File: config.mk
export PLATFORM = sky130hd
export DESIGN_NAME = reg_file_2r1w_clr
export DESIGN_NICKNAME = d
export VERILOG_FILES = /design/src/rtl/reg_file_2r1w_clr.sv
export SDC_FILE = /design/constraint.sdc
export NUM_CORES = 1
export LEC_CHECK = 0
export BUFFER_PORTS_ARGS = -buffer_cell sky130_fd_sc_hd__buf_4
export CAP_MARGIN = 20
export CORE_AREA = 2 2 142 144
export CTS_CLUSTER_SIZE = 8
export DETAILED_ROUTE_END_ITERATION = 8
export DIE_AREA = 0 0 144 146
export PLACE_DENSITY = 0.6
export SYNTH_ARGS = -nofsm -noshare
export SYNTH_HDL_FRONTEND = slang
export SYNTH_SLANG_ARGS = --single-unit
File: constraint.sdc
create_clock -name Clk -period 4.7 [get_ports Clk]
set_clock_uncertainty 0.05 [all_clocks]
set_input_delay 0.705 -clock Clk [delete_from_list [all_inputs] [get_ports Clk]]
set_output_delay 0.705 -clock Clk [all_outputs]
set_load 0.02 [all_outputs]
File: src/rtl/reg_file_2r1w_clr.sv
// Two-read/one-write register file with optional write bypass, optional hardwired-zero r0,
// and a sequential clear sweep (one register per cycle) after reset or on request.
module reg_file_2r1w_clr #(
  parameter int W       = 8,
  parameter int A       = 4,
  parameter int BYPASS  = 1,
  parameter int ZERO_R0 = 0
) (
  input  logic         Clk,
  input  logic         Reset,
  input  logic         WriteEn,
  input  logic [A-1:0] WriteAddr,
  input  logic [W-1:0] DataIn,
  input  logic [A-1:0] ReadAddrA,
  input  logic [A-1:0] ReadAddrB,
  input  logic         ClearReq,
  output logic [W-1:0] DataOutA,
  output logic [W-1:0] DataOutB,
  output logic         Busy
);

  localparam int             DEPTH    = 2 ** A;
  localparam logic [0:0]     IDLE     = 1'b0;
  localparam logic [0:0]     CLEAR    = 1'b1;
  localparam logic [A-1:0]   IDX_LAST = {A{1'b1}};

  logic [0:0]   state_r;
  logic [A-1:0] idx_r;
  logic [W-1:0] mem_r [DEPTH];
  logic         busy_s;
  logic         wr_ok_s;
  logic [W-1:0] rd_a_s;
  logic [W-1:0] rd_b_s;

  function automatic logic is_zero_reg(input logic [A-1:0] addr);
    return (ZERO_R0 != 0) && (addr == {A{1'b0}});
  endfunction

  // Read priority: sweep blanks reads, then hardwired r0, then bypass, then storage.
  function automatic logic [W-1:0] read_port(
    input logic         busy,
    input logic [A-1:0] addr,
    input logic         we,
    input logic [A-1:0] waddr,
    input logic [W-1:0] din,
    input logic [W-1:0] stored
  );
    logic [W-1:0] data;
    if (busy) begin
      data = {W{1'b0}};
    end else if (is_zero_reg(addr)) begin
      data = {W{1'b0}};
    end else if ((BYPASS != 0) && we && (waddr == addr)) begin
      data = din;
    end else begin
      data = stored;
    end
    return data;
  endfunction

  assign busy_s  = (state_r == CLEAR);
  assign wr_ok_s = WriteEn && !busy_s && !is_zero_reg(WriteAddr);

  // Sweep controller: reset or an idle clear request restarts the index at zero.
  always_ff @(posedge Clk) begin
    if (Reset) begin
      state_r <= CLEAR;
      idx_r   <= {A{1'b0}};
    end else begin
      case (state_r)
        IDLE: begin
          if (ClearReq) begin
            state_r <= CLEAR;
            idx_r   <= {A{1'b0}};
          end else begin
            state_r <= IDLE;
            idx_r   <= idx_r;
          end
        end
        CLEAR: begin
          idx_r <= idx_r + A'(1);
          if (idx_r == IDX_LAST) begin
            state_r <= IDLE;
          end else begin
            state_r <= CLEAR;
          end
        end
        default: begin
          state_r <= CLEAR;
          idx_r   <= {A{1'b0}};
        end
      endcase
    end
  end

  // Storage: the reset edge leaves contents alone; the sweep owns the array while busy.
  always_ff @(posedge Clk) begin
    if (!Reset) begin
      if (busy_s) begin
        mem_r[idx_r] <= {W{1'b0}};
      end else if (wr_ok_s) begin
        mem_r[WriteAddr] <= DataIn;
      end
    end
  end

  // Combinational read ports.
  always_comb begin
    rd_a_s = read_port(busy_s, ReadAddrA, WriteEn, WriteAddr, DataIn, mem_r[ReadAddrA]);
    rd_b_s = read_port(busy_s, ReadAddrB, WriteEn, WriteAddr, DataIn, mem_r[ReadAddrB]);
  end

  assign DataOutA = rd_a_s;
  assign DataOutB = rd_b_s;
  assign Busy     = busy_s;

endmodule

==> reports/qor.csv <==
metric,value,unit
drt drc,0,
CTS tree,built,
combinational power share,6.7,%
"Design Area, Final",7730,sq um
fmax,284,MHz
fin nets,433,
detailed placement HPWL,10.3,mm
#FFs+latches synth,133,
Sum Neg Setup Slack,0,ns
Hold Path Origin,Reset,
final hold viol count,0,
CTS H-tree lvls,4,
CTS Root Buffer Type,clkbuf_16,
Synth-to-Final Area Change,14.5,%
CP startpoint,ReadAddrA[0],
first-pass iteration count of the detailed router,5,
status,completed,
asr flop ratio synth,0,%
worst setup path class,in2out,
WP data required,3.94,ns
Sw Ratio,20.8,%
Filler Cell Count,1709,
port bufs,40,
ANT nets after route,0,
layout cells sized above 1,25.2,%
max_cap viols,0,
Cells after Synth,377,
total CTS buffers,17,
first-pass GRT wire length,23.9,mm
Final GP Congestion,0.784,
Max Fanout on Critical Path,33,
Crit. End Element,output port,
Flop pwr share,45.8,%
GRT overflow,0,
Hold Crit Class,in2reg,
"EDFF count, synth",128,
GRT Util Overall,15.9,%
CTS sink count,133,
mux cell area share after synthesis,23.7,%
CP most frequent cell,buf_4,
post-synthesis cell type count,39,
post-synthesis sequential area ratio,58.4,%
Tightest Pin Transition,1.07,ns
initial antenna violation count,0,
placed inst area,7120,sq um
Pleak,0.00247,uW
number of global-route vias before repair,3881,
"Warnings, synthesis",0,
xor/xnor share of the synthesized area,1.04,%
Final Core Density,40.0,%
num ports,41,
Post-CTS Setup Bufs,0,
Routed WL,15.9,mm
clock power share,47.6,%
Worst path slowest cell,a21oi_1,
initial core utilization,34.9,%
WL/cell,23.2,um
Post-Synthesis Cell Area,6750,sq um
die area,21000,sq um
Final setup violation count,0,
switching power,596,uW
Synth Flop Type,edfxtp_1,
Die Wd,144,um
fin. max-slew vios,0,
largest net degree at the start of global routing,34,
die height,146,um
"Period Utilization, post-route",74.9,%
Post-Syn Nets,402,
cell-internal power,2270,uW
Top Family by Delay on Critical Path,compound AO/OA/AOI/OAI gates,
diode count,0,
Clock Path Buffers,2,
Placeable Area,19300,sq um
critical path arrival,2.77,ns
Synth Area in Simple Gates,5.56,%
hold buffer count at CTS,0,
Synth Area in Compound Gates,6.95,%
type of origin of the critical path,input port,
DR vias/cell,5.64,
Relative slew margins,28.1,%
Synth Area in Adders,0.185,%
via count,3868,
Rows,51,
syn_area_per_cell,17.9,sq um
pwr/cell area,370,nW/um^2
Tmin final,3.52,ns
RSZ-0062 raised after global routing,false,
post-CTS sizing,0,
worst vdd ir,239,uV
Worst-Skew Late Latency,0.41,ns
Iter 0 DRT Violations,360,
CP bufs+invs,2,
Crit path largest cell delay,0.79,ns
clock slew at reported path FFs,0.06,ns
worst r2r src,Busy,
CP cell instances,buf_4 -> xor2_1 -> nor4_1 -> a21oi_1 -> a22o_1 -> buf_4,
largest family of logic cells by synthesized area,multiplexers,
Final Power,2860,uW
-- power by group through the flow --
stage	sequential, uW	clock, uW	combinational [uW]
after floorplan	1330	0	145
after global placement	1330	0	189
after detailed placement	1330	0	191
after CTS	1310	1370	191
after global routing	1310	1430	205
final	1310	1360	191
-- worst paths after layout --
kind         slack [ns]  cells past startpoint      endpoint
max                1.18                      6   DataOutA[6]
max reg2reg        2.04                      5  mem_r[13][7]
min                0.47                      2      idx_r[3]
min reg2reg        0.50                      1      idx_r[3]
-- cells by family (layout without fill, tap and decap cells) --
family	after synthesis	after routing
AOI/OAI and AO/OA	62	62
DFF	133	133
and+or+nand+nor	75	75
muxes	67	67
buffers and inverters	31	75
xor gates and xnor gates	8	8
adders and majority gates	1	1
-- sequential cells by signal (all words and copies together), names as in the netlist --
| register | cells |
|---|---|
| idx_r | 4 |
| Busy | 1 |
| mem_r | 128 |
-- metrics by stage --
step	cells	hold slack, ns	worst slack, ns
after floorplan	377	0.437	1.95
after global placement	654	0.467	1.17
after detailed placement	654	0.482	1.15
after CTS	686	0.462	1.15
after global routing	686	0.474	1.12
final	686	0.472	1.18
-- cell usage after synthesis, drive strengths merged, types with 4 or more instances --
cell	count	area, sq um
xor2	8	70.1
a21oi	6	30.0
nand2	23	86.3
buf	19	196
a22oi	32	240
dfxtp	5	100
nor3b	4	35.0
and2	10	62.6
edfxtp	128	3840
a31oi	4	25.0
mux4	64	1570
a22o	16	140
nor2	22	82.6
clkdlybuf4s25	6	60.1
clkbuf	4	15.0
-- cell usage in the layout, fill, tap and decap left out, types with 2 or more instances in the layout --
cell          n
and2_1       10
a22oi_1      32
a31oi_1       4
dfxtp_1       5
clkbuf_16    17
clkinv_2      3
nand2_1      23
nor4_1        2
a21oi_1       6
a22o_1       16
mux4_4        2
and2b_1       2
xor2_1        8
nor2_1       22
clkinvlp_4    3
clkinv_1      3
mux2i_1       2
mux4_2       30
nand2b_1      2
a311oi_1      2
nor3b_1       3
buf_4        41
bufinv_16     4
edfxtp_1    128
inv_1         2
nor2b_1       2
mux4_1       32
and3b_1       2
-- layer usage --
metal | track usage (%) | part of all wire, %
met1 | 20.2 | 41
met2 | 26.8 | 52
met3 | 2.83 | 4.9
met4 | 6.62 | 2.3
met5 | 0 | 0
-- final cells by class --
type                       instances  area, sq um  area share (%)
multi-input combinational        213         2520            32.7
tap                              265          332            4.29
clock inverter                    15          186            2.41
sequential                       133         3940            51.0
clock buffer                      17          425            5.51
inverter                           2         7.51          0.0972
timing repair buffer              41          308            3.98
Note: power is estimated with default switching activity, not from simulation.
